File: src/rtl/mask_sequencer.sv
// Mask row sequencer: holds up to ROWS_MAX coding-matrix mask rows written over
// a config port and streams rows 0..n-1 over valid/ready on each start pulse.
module mask_sequencer #(
    parameter int MASK_W   = 128,
    parameter int ROWS_MAX = 16,
    localparam int ROW_AW  = $clog2(ROWS_MAX)
) (
    input  logic              clk,
    input  logic              rst,
    input  logic              cfg_we,
    input  logic [ROW_AW-1:0] cfg_addr,
    input  logic [MASK_W-1:0] cfg_mask,
    input  logic [ROW_AW:0]   cfg_rows,
    input  logic              start,
    input  logic              abort,
    output logic              busy,
    output logic              done,
    output logic              cfg_err,
    output logic              mask_valid,
    input  logic              mask_ready,
    output logic [MASK_W-1:0] mask,
    output logic [ROW_AW-1:0] mask_row,
    output logic              mask_last
);
    typedef enum logic [1:0] {IDLE, ISSUE, FIN} state_t;

    localparam logic [ROW_AW:0] N_MAX = (ROW_AW+1)'(ROWS_MAX);

    state_t                           state_q, state_d;
    logic [ROWS_MAX-1:0][MASK_W-1:0]  mem_q;
    logic [ROW_AW:0]                  n_q, n_d;
    logic [ROW_AW-1:0]                row_q, row_d;
    logic [MASK_W-1:0]                mask_q, mask_d;
    logic                             last_q, last_d;
    logic                             err_q, err_d;
    logic [ROW_AW:0]                  n_start;
    logic [ROW_AW-1:0]                row_nxt;

    // Array only changes in IDLE, so rows issued during a pass are stable.
    always_ff @(posedge clk or posedge rst) begin
        if (rst) begin
            mem_q <= '0;
        end else if (cfg_we && state_q == IDLE) begin
            mem_q[cfg_addr] <= cfg_mask;
        end
    end

    always_ff @(posedge clk or posedge rst) begin
        if (rst) begin
            state_q <= IDLE;
            n_q     <= '0;
            row_q   <= '0;
            mask_q  <= '0;
            last_q  <= 1'b0;
            err_q   <= 1'b0;
        end else begin
            state_q <= state_d;
            n_q     <= n_d;
            row_q   <= row_d;
            mask_q  <= mask_d;
            last_q  <= last_d;
            err_q   <= err_d;
        end
    end

    always_comb begin
        state_d = state_q;
        n_d     = n_q;
        row_d   = row_q;
        mask_d  = mask_q;
        last_d  = last_q;
        err_d   = err_q | (cfg_we & (state_q == ISSUE));
        n_start = (cfg_rows > N_MAX) ? N_MAX : cfg_rows;
        row_nxt = row_q + ROW_AW'(1);
        case (state_q)
            IDLE: begin
                if (start) begin
                    n_d = n_start;
                    if (n_start == '0) begin
                        state_d = FIN;
                    end else begin
                        state_d = ISSUE;
                        row_d   = '0;
                        mask_d  = mem_q[0];
                        last_d  = (n_start == (ROW_AW+1)'(1));
                    end
                end
            end
            ISSUE: begin
                if (mask_ready) begin
                    if (last_q) begin
                        state_d = FIN;
                    end else begin
                        row_d  = row_nxt;
                        mask_d = mem_q[row_nxt];
                        last_d = ({1'b0, row_q} + (ROW_AW+1)'(2)) == n_q;
                    end
                end
            end
            FIN:     state_d = IDLE;
            default: state_d = IDLE;
        endcase
        // Abort wins over start and handshake; the accepted row is not re-issued.
        if (abort) state_d = IDLE;
    end

    assign busy       = (state_q == ISSUE);
    assign mask_valid = (state_q == ISSUE);
    assign done       = (state_q == FIN);
    assign cfg_err    = err_q;
    assign mask       = mask_q;
    assign mask_row   = row_q;
    assign mask_last  = last_q;
endmodule

File: config.mk
export PLATFORM = sky130hd
export DESIGN_NAME = mask_sequencer
export DESIGN_NICKNAME = d
export VERILOG_FILES = /design/src/rtl/mask_sequencer.sv
export SDC_FILE = /design/constraint.sdc
export NUM_CORES = 2
export LEC_CHECK = 0
export CORE_MARGIN = 5
export CORE_UTILIZATION = 45
export CTS_CLUSTER_SIZE = 28
export DETAILED_ROUTE_END_ITERATION = 7
export PLACE_DENSITY = 0.58
export SETUP_SLACK_MARGIN = 0.02
export SYNTH_ARGS = -nofsm -noshare
export SYNTH_HDL_FRONTEND = slang
export SYNTH_SLANG_ARGS = --single-unit
File: constraint.sdc
create_clock -name clk -period 197.4 [get_ports clk]
set_input_delay 29.61 -clock clk [delete_from_list [all_inputs] [get_ports clk]]
set_output_delay 29.61 -clock clk [all_outputs]
set_load 0.01 [all_outputs]
# --- Yosys cells after proc, flatten, opt, wreduce, memory -nomap -nowiden ---
# Index checks and enable logic that the tools add are counted.
classes:
  add_sub_neg: 2
  multipliers: 0
  div_mod_pow: 0
  order_cmp: 4
  eq_ne: 11
  n_shift: 0
  mux: 27
  bitwise: 2
  reduce_logical: 9
ops:
  columns: ["operator", "n"]
  rows:
  - ["bitwise mux 2048 bit", 1]
  - ["2-to-1 mux 128 bit", 6]
  - ["binary-select mux 128 bit (select 4 bit)", 1]
  - ["demux 128 bit (select 4 bit)", 1]
  - ["one-hot mux 128 bit (2 select lines)", 1]
  - ["2-to-1 mux 4 bit", 4]
  - ["less-than comparator 4 x 5 -> 1 bit (second input constant)", 2]
  - ["2-to-1 mux 2 bit", 5]
  - ["one-hot mux 4 bit (2 select lines)", 1]
  - ["inequality test 2 bit (second input constant)", 3]
  - ["inequality test 3 x 2 -> 1 bit (second input constant)", 2]
  - ["adder 4 x 2 -> 5 bit (second input constant)", 1]
  - ["== test 5 x 1 -> 1 bit (second input constant)", 1]
  - ["== test 5 bit", 1]
  - ["> comparator 5 bit (second input constant)", 1]
  - ["logical NOT 5 bit", 1]
  - ["2-to-1 mux 5 bit", 1]
  - ["AND reduction 5 bit", 1]
  - ["adder 4 x 1 -> 4 bit (second input constant)", 1]
  - [">= comparator 4 x 1 -> 1 bit (second input constant)", 1]
  - ["2-to-1 mux 1 bit", 4]
  - ["one-hot mux 2 bit (2 select lines)", 1]
  - ["AND reduction 4 bit", 1]
  - ["inequality test 3 bit (second input constant)", 1]
  - ["11 further kinds", 12]
totals:
  reg_bits: 2189
  latchBits: 0
  ramBits: 0
  rom_bits: 0
  inputBits: 143
  output_inout_bits: 137
  word_cells: 77
  n_memories: 0

# --- Depth between registers and ports, before layout ---
depth:
  word_depth: 7
  depth_mapped: 9
  ltp_nobuf: 6

# --- Least setup slack after synthesis ---
# No wires, ideal clock.
synth_path:
  path_type: "register to output"
  start: "reg state_q[1]"
  end: "out mask_valid"
  arrival_time_ns: 1.485
  required_ns: 167.790
  setup_slack_ns: 166.305
  path_stages_with_launch: 6
  n_path_buf: 3
  cell_sequence: "dfrtp_1 > nand2b_1 > clkinv_1 > clkbuf_1 > clkbuf_1 > buf_4"
synth_via:
  elab_chain_cells: 1
synth_rtl:
  columns: ["item", "line", "source"]
  rows:
  - ["start, declared", "29", "state_t state_q, state_d;"]
  - ["start signal, assigned", "57", "state_q <= state_d;"]
  - ["== test 2 x 1 -> 1 bit", null, null]
  - ["end, declared", "19", "output logic mask_valid,"]
# Every way passes these cells.

==> impl_metrics.csv <==
group,metric,value,unit
worst_setup_path,crit_type,"in -> async",
pwr,p_total,1.36,mW
min_path,hold_end,"cfg_err",
timing,fmax,29.4,MHz
die,die_w,476,um
cells_and_area,drive_above_1_share,45.0,%
die,coreArea,217000,um^2
logic_synthesis,synth-seq-cells,2189,
timing,period_minus_slack,33980,ps
timing,hold_violations,0,
detailed_routing,ant_nets,0,
logic_synthesis,synth-edff-count,0,
logic_synthesis,yosys-top-cells-count,"2189 x dfrtp_1, 1869 x mux2_2, 512 x mux4_2, 305 x buf_2, 256 x a22o_1",
logic_synthesis,syn_area_per_cell,15.8,um^2
job,maxCapViolations,0,
timing,worstMarginPinSlew,1130,ps
place,place.gp.congestion,0.706,
cts,cts_buffers,233,
detailed_routing,drt_iter0_drc,3626,
global_routing,track_usage,23.1,%
worst_setup_path,required,198230,ps
cells_and_area,syn2layout_area_growth,12.7,%
place,portBuffers,279,
logic_synthesis,synth_cell_type_count,42,
logic_synthesis,ys_top_cells_by_area,"dfrtp_1 56%, mux2_2 22%, mux4_2 12%",
logic_synthesis,yosysTopAreaCell,"dfrtp_1",
pwr,powerDensity,12.4,nW/um^2
cts,h-tree-depth,4,
timing,maxSlewViolCount,0,
cts,clock-sinks,2189,
detailed_routing,drc,0,
global_routing,grt_max_degree,189,
worst_setup_path,setup.worst_path.end_class,"async pin",
logic_synthesis,synth_top_area_share,56.1,%
pwr,ir_worst_vdd,0.00000944,V
place,hpwl,133,mm
global_routing,antenna_found_initial,38,
logic_synthesis,synth_ff_type,"dfrtp_1",
detailed_routing,wl,259,mm
die,ios,280,
die,die_h,476,um
detailed_routing,drt_pre_antenna_iters,5,
min_path,hold_depth,1,
global_routing,grt_overflow,0,
logic_synthesis,synthArstFlopShare,100,%
worst_setup_path,r2r-end,"mask[86]",
timing,setup_tns,0,ps
cts,clk_latency,860,ps
timing,fin_worst_skew,28.3,ps
global_routing,grt_pass1_vias,59000,
logic_synthesis,yosysMostFrequentCell,"dfrtp_1",
outcome,status,"finished, final reports clean",
timing,setup_viol,0,
global_routing,grt_pass1_wl,394,mm
cts,cts_setup_buffers,0,
logic_synthesis,seq_area_frac_synth,56.1,%
min_path,hold_class,"reg -> reg",
logic_synthesis,synth_area,97600,um^2
cells_and_area,seq_area,54800,um^2
cts,clk_path_buf_depth,3,
cts,cts_tree,"yes",
detailed_routing,vias,54800,
cts,clk_pin_slew_worst_paths,60,ps
worst_setup_path,r2r_slack,191710,ps
logic_synthesis,synth.net_count,6340,
min_path,worstHoldStart,"cfg_err",
detailed_routing,viasPerCell,5.90,
timing,rsz0062_at_grt,"no",
worst_setup_path,cp_max_fo,188,
detailed_routing,post_drt_wl_per_cell,27.8,um
cts,cts_resized,0,
cells_and_area,fin_nets,6375,
logic_synthesis,ys_warn_count,0,
worst_setup_path,arrival,34810,ps
worst_setup_path,r2r_cells,8,
worst_setup_path,start_kind,"input port",
die,initial_core_util,45.1,%
die,rows,171,
cells_and_area,fill_cells,18100,
cts,ctsHoldBuffers,0,
pwr,p_leak,46.9,nW
timing,max_slew_margin,24.4,%
worst_setup_path,timing.rr.start,"mask_row[0]",
cells_and_area,multi_input_area,40000,um^2
logic_synthesis,syn_inst,6195,
timing,fin_crit_sh,17.2,%
die,fp.dieArea,226000,um^2
cts,cts-root-buf,"clkbuf_16",
cells by family (layout without fill, tap and decap cells):
kind of cell,count (synthesis),after routing,synth area share [%]
muxes,2560,2560,35.4
AOI/OAI and AO/OA,531,531,3.89
buffers and inverters,585,813,3.09
and+or+nand+nor,321,321,1.35
other,0,19,0
adders and majority gates,2,2,0.0256
xor gates and xnor gates,7,7,0.0628
DFF,2189,2189,56.1
per-stage QoR:
step | cells | hold WS [ps] | cell area (um^2) | setup WS [ps] | util, %
floorplan | 6195 | 453 | 97600 | 105940 | -
global placement | 8849 | 459 | 102000 | 162440 | 47.2
detailed placement | 8849 | 458 | 102000 | 162320 | 47.2
CTS | 9277 | 471 | 110000 | 163270 | 50.8
global route | 9288 | 498 | 110000 | 162640 | 50.8
finish | 9296 | 474 | 110000 | 163420 | 50.8
cells in the final DEF (no fill, tap or decap), drive strengths merged, types with 6 or more instances in the layout:
cell type	instances
nor3	6
inv	9
nand2	153
dfrtp	2189
mux2	2048
bufinv	11
clkdlybuf4s50	279
mux4	512
o21ai	136
a31oi	130
clkbuf	359
nand2b	7
diode	19
a22o	256
nor2	136
clkinv	47
buf	104
flip-flops by register name, indices dropped and copies added, names as in the netlist:
name	count
mem_q	2048
mask	128
n_q	5
mask_row	4
state_q	2
cfg_err	1
mask_last	1
final cells by class:
type | instances | share of cell area (%)
diodes | 19 | 0.0432
clock buffers | 359 | 6.47
clock inverters | 69 | 0.625
inverters | 2 | 0.0205
multi-input cells | 3421 | 36.3
flip-flops and latches | 2189 | 49.8
well taps | 2854 | 3.25
repair buffers | 383 | 3.43
per-layer routing:
| metal | GRT usage [%] | wire [um] | up-vias |
|---|---|---|---|
| met5 | 0 | 80 | - |
| li1 | - | - | 23200 |
| met1 | 32.7 | 117000 | 30200 |
| met2 | 38.0 | 125000 | 967 |
| met3 | 3.52 | 10200 | 381 |
| met4 | 5.35 | 5650 | 14 |
worst max path at each step:
stage	startpoint	end
2_1_floorplan	rst	cfg_err
3_3_place_gp	rst	mem_q[168]
3_5_place_dp	rst	mem_q[1576]
4_1_cts	rst	mask[40]
5_1_grt	rst	mem_q[1186]
6_report	rst	mem_q[1960]
where the power goes:
group          switching (mW)  internal [mW]  leakage (nW)
logic                   0.112          0.181          15.8
registers              0.0606          0.563          27.2
clock network           0.182          0.260          3.87
total                   0.355           1.00          46.9
critical path, stage by stage:
cell	delay, ps
clkdlybuf4s50_1	500
inv_8	480
buf_12	730
buf_4	730
buf_4	700
buf_4	880
buf_12	790
(Power assumes the default switching activity.)
